`config.mk`:
```
export PLATFORM = sky130hd
export DESIGN_NAME = iecdrv_head_ctrl
export DESIGN_NICKNAME = d
export VERILOG_FILES = /design/src/rtl/iecdrv_pkg.sv /design/src/rtl/iecdrv_stepper.sv /design/src/rtl/iecdrv_head_ctrl.sv
export SDC_FILE = /design/constraint.sdc
export NUM_CORES = 1
export LEC_CHECK = 0
export ABC_AREA = 1
export BUFFER_PORTS_ARGS = -buffer_cell sky130_fd_sc_hd__buf_4
export CORE_MARGIN = 4
export CORE_UTILIZATION = 28
export DETAILED_ROUTE_END_ITERATION = 16
export PLACE_DENSITY = 0.53
export SETUP_SLACK_MARGIN = 0.02
export SLEW_MARGIN = 20
export SYNTH_ARGS = -nofsm -noshare
export SYNTH_HDL_FRONTEND = slang
export SYNTH_HIERARCHICAL = 1
export SYNTH_SLANG_ARGS = --single-unit
export TNS_END_PERCENT = 50
```
`constraint.sdc`:
```
create_clock -name clk -period 1.9 [get_ports clk]
set_input_delay 0.095 -clock clk [delete_from_list [all_inputs] [get_ports clk]]
set_output_delay 0.095 -clock clk [all_outputs]
set_load 0.01 [all_outputs]
```
`src/rtl/iecdrv_pkg.sv`:
```
// Shared constants for the IEC drive blocks: stepper phase deltas and drive geometry.
package iecdrv_pkg;
  localparam logic [1:0] STEP_IN  = 2'd1;
  localparam logic [1:0] STEP_OUT = 2'd3;

  localparam int MAX_HTRACK_1541   = 80;
  localparam int START_HTRACK_1541 = 36;
  localparam int MAX_HTRACK_1571   = 80;
  localparam int START_HTRACK_1571 = 36;
endpackage

```
`src/rtl/iecdrv_stepper.sv`:
```
// Stepper phase-delta decode and saturating half-track counter.
module iecdrv_stepper
  import iecdrv_pkg::*;
#(
  parameter int MAX_HTRACK   = MAX_HTRACK_1541,
  parameter int START_HTRACK = START_HTRACK_1541,
  parameter int HT_W         = $clog2(MAX_HTRACK + 1)
) (
  input  logic            clk_i,
  input  logic            rst_i,
  input  logic [1:0]      stp_i,
  input  logic            mtr_i,
  output logic [HT_W-1:0] htrack_o,
  output logic            step_o,
  output logic            trk_chg_o
);
  logic [1:0]      stp_prev_q, move;
  logic            primed_q;
  logic [HT_W-1:0] ht_q, ht_d;
  logic            step;

  // primed_q swallows the first phase sample after reset so a nonzero stp is not a step
  always_comb begin
    move = stp_i - stp_prev_q;
    ht_d = ht_q;
    step = 1'b0;
    if (primed_q && mtr_i) begin
      if (move == STEP_IN && ht_q != HT_W'(MAX_HTRACK)) begin
        ht_d = ht_q + HT_W'(1);
        step = 1'b1;
      end else if (move == STEP_OUT && ht_q != '0) begin
        ht_d = ht_q - HT_W'(1);
        step = 1'b1;
      end
    end
  end

  always_ff @(posedge clk_i or posedge rst_i) begin
    if (rst_i) begin
      stp_prev_q <= 2'd0;
      primed_q   <= 1'b0;
      ht_q       <= HT_W'(START_HTRACK);
    end else begin
      stp_prev_q <= stp_i;
      primed_q   <= 1'b1;
      ht_q       <= ht_d;
    end
  end

  assign htrack_o  = ht_q;
  assign step_o    = step;
  assign trk_chg_o = step && (ht_d[HT_W-1:1] != ht_q[HT_W-1:1]);
endmodule

```
`src/rtl/iecdrv_head_ctrl.sv`:
```
// Head positioner with settle delay, side select, dirty tracking and save req/ack to the loader.
module iecdrv_head_ctrl
  import iecdrv_pkg::*;
#(
  parameter int MAX_HTRACK   = MAX_HTRACK_1541,
  parameter int START_HTRACK = START_HTRACK_1541,
  parameter int SIDES        = 1,
  parameter int SETTLE       = 0,
  parameter int IDLE_FLUSH   = 0,
  parameter int HT_W         = $clog2(MAX_HTRACK + 1)
) (
  input  logic            clk,
  input  logic            reset,
  input  logic            ce,
  input  logic [1:0]      stp,
  input  logic            mtr,
  input  logic            act,
  input  logic            side_i,
  input  logic            we,
  input  logic            img_mounted,
  output logic [HT_W-1:0] htrack,
  output logic [HT_W-2:0] track_o,
  output logic            side_o,
  output logic            tr00_n,
  output logic            busy,
  output logic            save_req,
  output logic [HT_W-2:0] save_track,
  output logic            save_side,
  input  logic            save_ack
);
  localparam int SW = $clog2(SETTLE + 2);
  localparam int IW = $clog2(IDLE_FLUSH + 2);
  localparam logic [HT_W-2:0] START_TRK = (HT_W-1)'(START_HTRACK >> 1);

  logic            step_acc, trk_chg;
  logic [SW-1:0]   settle_q, settle_d;
  logic [IW-1:0]   idle_q, idle_d;
  logic [HT_W-2:0] track_q, track_d, stk_q, stk_d;
  logic            pend_q, pend_d, side_q, side_d, sideo_q, sideo_d, ssd_q, ssd_d;
  logic            dirty_q, dirty_d, fwait_q, fwait_d, req_q, req_d;
  logic            act_q, img_q;
  logic            side_new, side_chg, step_fl, idle_hit, flush_ev, fl_req;

  iecdrv_stepper #(
    .MAX_HTRACK(MAX_HTRACK), .START_HTRACK(START_HTRACK), .HT_W(HT_W)
  ) u_stepper (
    .clk_i(clk), .rst_i(reset), .stp_i(stp), .mtr_i(mtr),
    .htrack_o(htrack), .step_o(step_acc), .trk_chg_o(trk_chg)
  );

  assign side_new = (SIDES == 2) ? side_i : 1'b0;
  assign side_chg = side_new != side_q;
  assign step_fl  = step_acc && trk_chg;
  assign idle_hit = (IDLE_FLUSH != 0) && dirty_q && ce && (idle_q == IW'(1));
  assign flush_ev = step_fl || side_chg || (act_q && !act) || idle_hit;
  // a write landing with the track-changing step still belongs to the old track
  assign fl_req   = (flush_ev && (dirty_q || (we && step_fl))) || fwait_q;

  always_comb begin
    settle_d = settle_q;
    pend_d   = pend_q;
    track_d  = track_q;
    sideo_d  = sideo_q;
    side_d   = side_new;
    idle_d   = idle_q;
    dirty_d  = dirty_q;
    fwait_d  = fwait_q;
    req_d    = req_q;
    stk_d    = stk_q;
    ssd_d    = ssd_q;

    if (ce && settle_q != '0) settle_d = settle_q - SW'(1);
    if (pend_q && settle_q == '0) begin
      track_d = htrack[HT_W-1:1];
      sideo_d = side_q;
      pend_d  = 1'b0;
    end
    if (step_acc || side_chg) begin
      settle_d = SW'(SETTLE);
      pend_d   = 1'b1;
    end

    if (we) idle_d = IW'(IDLE_FLUSH);
    else if (dirty_q && ce && idle_q != '0) idle_d = idle_q - IW'(1);

    if (we) dirty_d = 1'b1;
    if (req_q && save_ack) req_d = 1'b0;
    if (fl_req) begin
      if (!req_q) begin
        req_d   = 1'b1;
        stk_d   = track_q;
        ssd_d   = sideo_q;
        fwait_d = 1'b0;
        dirty_d = we && !step_fl;
      end else begin
        fwait_d = 1'b1;
      end
    end

    if (img_mounted && !img_q) begin
      dirty_d = 1'b0;
      fwait_d = 1'b0;
      req_d   = 1'b0;
    end
  end

  always_ff @(posedge clk or posedge reset) begin
    if (reset) begin
      settle_q <= '0;
      pend_q   <= 1'b0;
      track_q  <= START_TRK;
      sideo_q  <= 1'b0;
      side_q   <= 1'b0;
      idle_q   <= '0;
      dirty_q  <= 1'b0;
      fwait_q  <= 1'b0;
      req_q    <= 1'b0;
      stk_q    <= START_TRK;
      ssd_q    <= 1'b0;
      act_q    <= 1'b0;
      img_q    <= 1'b0;
    end else begin
      settle_q <= settle_d;
      pend_q   <= pend_d;
      track_q  <= track_d;
      sideo_q  <= sideo_d;
      side_q   <= side_d;
      idle_q   <= idle_d;
      dirty_q  <= dirty_d;
      fwait_q  <= fwait_d;
      req_q    <= req_d;
      stk_q    <= stk_d;
      ssd_q    <= ssd_d;
      act_q    <= act;
      img_q    <= img_mounted;
    end
  end

  assign track_o    = track_q;
  assign side_o     = sideo_q;
  assign tr00_n     = |htrack[HT_W-1:1];
  assign busy       = pend_q | req_q;
  assign save_req   = req_q;
  assign save_track = stk_q;
  assign save_side  = ssd_q;
endmodule
```
==> impl_metrics.csv <==
group,metric,value,unit
clocking,h-tree-depth,2,
layout,fin_nets,296,
synth,ys_async_sr_fraction,1.00,
clocking,clock_tree_from_tritoncts,"built",
place,global_placement_routability_congestion,0.802,
global_routing,grt_max_degree,20,
floorplanning,die_area,7030,um^2
layout,layout_commonest_cell,"sky130_fd_sc_hd__buf_4",
synth,synthesis.instances,201,
place,dp_worst_setup_slack,-304,ps
sta,finalSetupViolations,9,
clocking,worstSkewPairLatency,280,ps
global_routing,grt_use_total,0.121,
place,dp_hpwl,2990,um
power,leakagePower,0.00132,uW
power,post-layout-total-power,3060,uW
synth,yosys.area.top_type_share,0.357,
drt,routed_via_density,4.21,
run_status,outcome,"finished with violations",
sta,timing.hold.ws,215,ps
synth,postSynthAreaPerCell,8.02,um^2
place,instance_area_after_placement,2190,um^2
sta,max_slew_margin,0.525,
run,timing.max_cap.violations,0,
critical_path,cp_data_arrival_time,2320,ps
sta,final-max-slew-violation-count,0,
sta,fin_ws,-202,ps
synth,synth_compound_gate_area_share,0.0357,
layout,layout.cells.most_common_list,"sky130_fd_sc_hd__buf_4, sky130_fd_sc_hd__nand2_1, sky130_fd_sc_hd__inv_1",
synth,synth-edff-count,0,
sta,finalHoldViolCount,0,
critical_path,critical-path-top-cell-by-count,"sky130_fd_sc_hd__nand2_1",
synth,ys_ff_latch,29,
clocking,cts.sink_count,29,
synth,ys_seq_area_frac,0.455,
layout,multi_input_area,826,um^2
sta,clock_skew,9.86,ps
critical_path,cp-end-kind,"flop",
drt,drt.antenna.violating_nets,0,
synth,synth-adder-area-share,0.0311,
drt,num_vias,1490,
sta,worst_slew_pin_slew,712,ps
drt,dr.pass1.iters,4,
layout,area_growth,51.8,%
floorplanning,die_height,83.9,um
sta,period_needed,2100,ps
global_routing,grt_antenna_before_repair,0,
synth,syn_area,1610,um^2
synth,multiplexer_area_fraction_after_synthesis,0.0280,
place,port_buffers,31,
min_path,hold_path_class,"in -> reg",
sta,setup_repair_after_global_routing_missed_its_margin,"yes",
drt,total_wirelength,3970,um
power,powerDensity,1250,nW/um^2
layout,seqCellArea,734,um^2
layout,share_of_post_route_cells_with_drive_strength_above_1,0.457,
layout,stdcell_area,2450,um^2
synth,synth_simple_gate_area_share,0.328,
sta,timing.fmax,476,MHz
floorplanning,placeableCoreArea,5540,um^2
critical_path,critical_path.max_stage_delay,560,ps
run_status,failed_checks,"setup timing",
clocking,ctsRootBufferMaster,"sky130_fd_sc_hd__clkbuf_8",
clocking,clkSlewWorstSetupHoldPaths,60,ps
floorplanning,design.portCount,35,
layout,diodes,0,
critical_path,timing.critical_path.from_type,"flop",
synth,synth_largest_area_cell,"sky130_fd_sc_hd__dfrtp_1",
global_routing,overflow,0,
critical_path,worstSetupPathType,"reg -> reg",
synth,synth_xor_xnor_area_share,0.0217,
critical_path,critPathSlowestCell,"sky130_fd_sc_hd__dfstp_2",
synth,ys_dominant_reg_cell,"sky130_fd_sc_hd__dfrtp_1",
synth,yosysUniqueCellTypes,29,
global_routing,grt_first_pass_wirelength,6800,um
drt,routedWlPerCell,11.2,um
layout,fillerInstances,590,
floorplanning,die_w,83.9,um
synth,yosysWarnings,6,
drt,drt_first_iter_violations,33,
global_routing,first_global_vias,1488,
clocking,cts.path.max_buffers,2,
floorplanning,start_util,0.291,
critical_path,critical_path.cell_chain,"nor2_4 -> nand2_2 -> nor2_2 -> nor2_2 -> buf_4 -> nand3_2 -> nand2_2 -> inv_2 -> nand3_2 -> nand2_1 -> nor2_1 -> nand2_1 -> nand2_2 -> inv_2 -> nand2_4 -> nand3_4 -> nand2_4 -> nand2_1 -> nand2_1",
floorplanning,fp-row-count,27,
drt,detail_route.drc_violations,0,
sta,min_period_over_period,1.11,
clocking,numCtsBuffers,5,
synth,post_synth_main_area_contributors,"sky130_fd_sc_hd__dfrtp_1, sky130_fd_sc_hd__nand2_1, sky130_fd_sc_hd__dfstp_2, sky130_fd_sc_hd__inv_1, sky130_fd_sc_hd__nand3_1",
critical_path,worst_ep_required_time,2120,ps
critical_path,critPathMaxFanout,6,
power,max-vdd-ir-drop,599,uV
synth,synth_top_family_by_area,"simple AND/OR/NAND/NOR gates",
==> report_power, final <==
part           leakage [uW]  switching (uW)  internal, uW
Clock             0.0000450             237           253
Sequential         0.000339             169           876
Combinational      0.000934             744           776
Total               0.00132            1150          1910
==> final timing paths <==
path                                       start                     to  slack, ps  cells after the start
max in group asynchronous                  reset                fwait_q        940                      3
min                                           we                dirty_q        220                      5
max reg2reg                u_stepper/htrack_o[2]          save_track[0]       -200                     19
min in group asynchronous                  reset  u_stepper/htrack_o[3]        400                      3
max                        u_stepper/htrack_o[2]          save_track[0]       -200                     19
min reg2reg                        save_track[1]          save_track[1]        470                      2
==> cell families (layout without fill, tap and decap cells) <==
family,after synthesis,count (layout)
muxes,4,4
AOI/OAI and AO/OA,10,10
xor gates and xnor gates,4,4
and+or+nand+nor,111,112
adders and majority gates,4,4
buffers and inverters,37,116
DFF,29,29
other,2,3
==> sequential cells by signal (all words and copies together) (netlist names) <==
register              cells
act_q                     1
save_req                  1
dirty_q                   1
u_stepper/stp_prev_q      2
img_q                     1
save_track                6
track_o                   6
fwait_q                   1
u_stepper/htrack_o        7
settle_q                  1
pend_q                    1
u_stepper/primed_q        1
==> metal layers <==
metal,part of all wire,GRT usage
met3,0.051,0.0395
met1,0.42,0.137
met2,0.52,0.213
met5,0,0
met4,0.0086,0.0395
==> worst max-delay path, delay by kind of cell (launching register included) <==
kind | cells | cell delay [ps]
buffers and inverters | 3 | 230
and+or+nand+nor | 16 | 1240
DFF | 1 | 560
==> area by class of cell <==
class | instances | share of cell area
flip-flops and latches | 29 | 0.300
repair buffers | 74 | 0.239
clock buffers | 6 | 0.0297
inverters | 34 | 0.0522
clock inverters | 2 | 0.00409
multi-input cells | 137 | 0.338
well taps | 72 | 0.0368
==> through the flow <==
step,util,TNS [ps],instances
floorplan,-,-907,202
global placement,0.395,-2060,333
detailed placement,0.395,-2400,333
CTS,0.434,-1810,353
global route,0.442,-3300,354
finish,0.442,-1540,354
==> timing repair <==
action	4_1_cts	5_1_grt
gates cloned	1	0
setup endpoints to repair	9	10
pin swaps	11	10
hold endpoints to repair	29	0
buffers inserted	4	1
hold buffers	7	0
resized for setup	9	11
==> cell usage after synthesis, types with 3 or more instances <==
master	n
sky130_fd_sc_hd__nand2_1	58
sky130_fd_sc_hd__inv_1	32
sky130_fd_sc_hd__dfrtp_1	23
sky130_fd_sc_hd__nand3_1	23
sky130_fd_sc_hd__nor2_1	9
sky130_fd_sc_hd__dfstp_2	6
sky130_fd_sc_hd__nand2_2	6
sky130_fd_sc_hd__o21ai_0	5
sky130_fd_sc_hd__ha_1	4
sky130_fd_sc_hd__mux2_2	4
sky130_fd_sc_hd__xor2_1	4
sky130_fd_sc_hd__nand2_4	3
sky130_fd_sc_hd__nor2_2	3
Power figures use the tool's default switching activity.
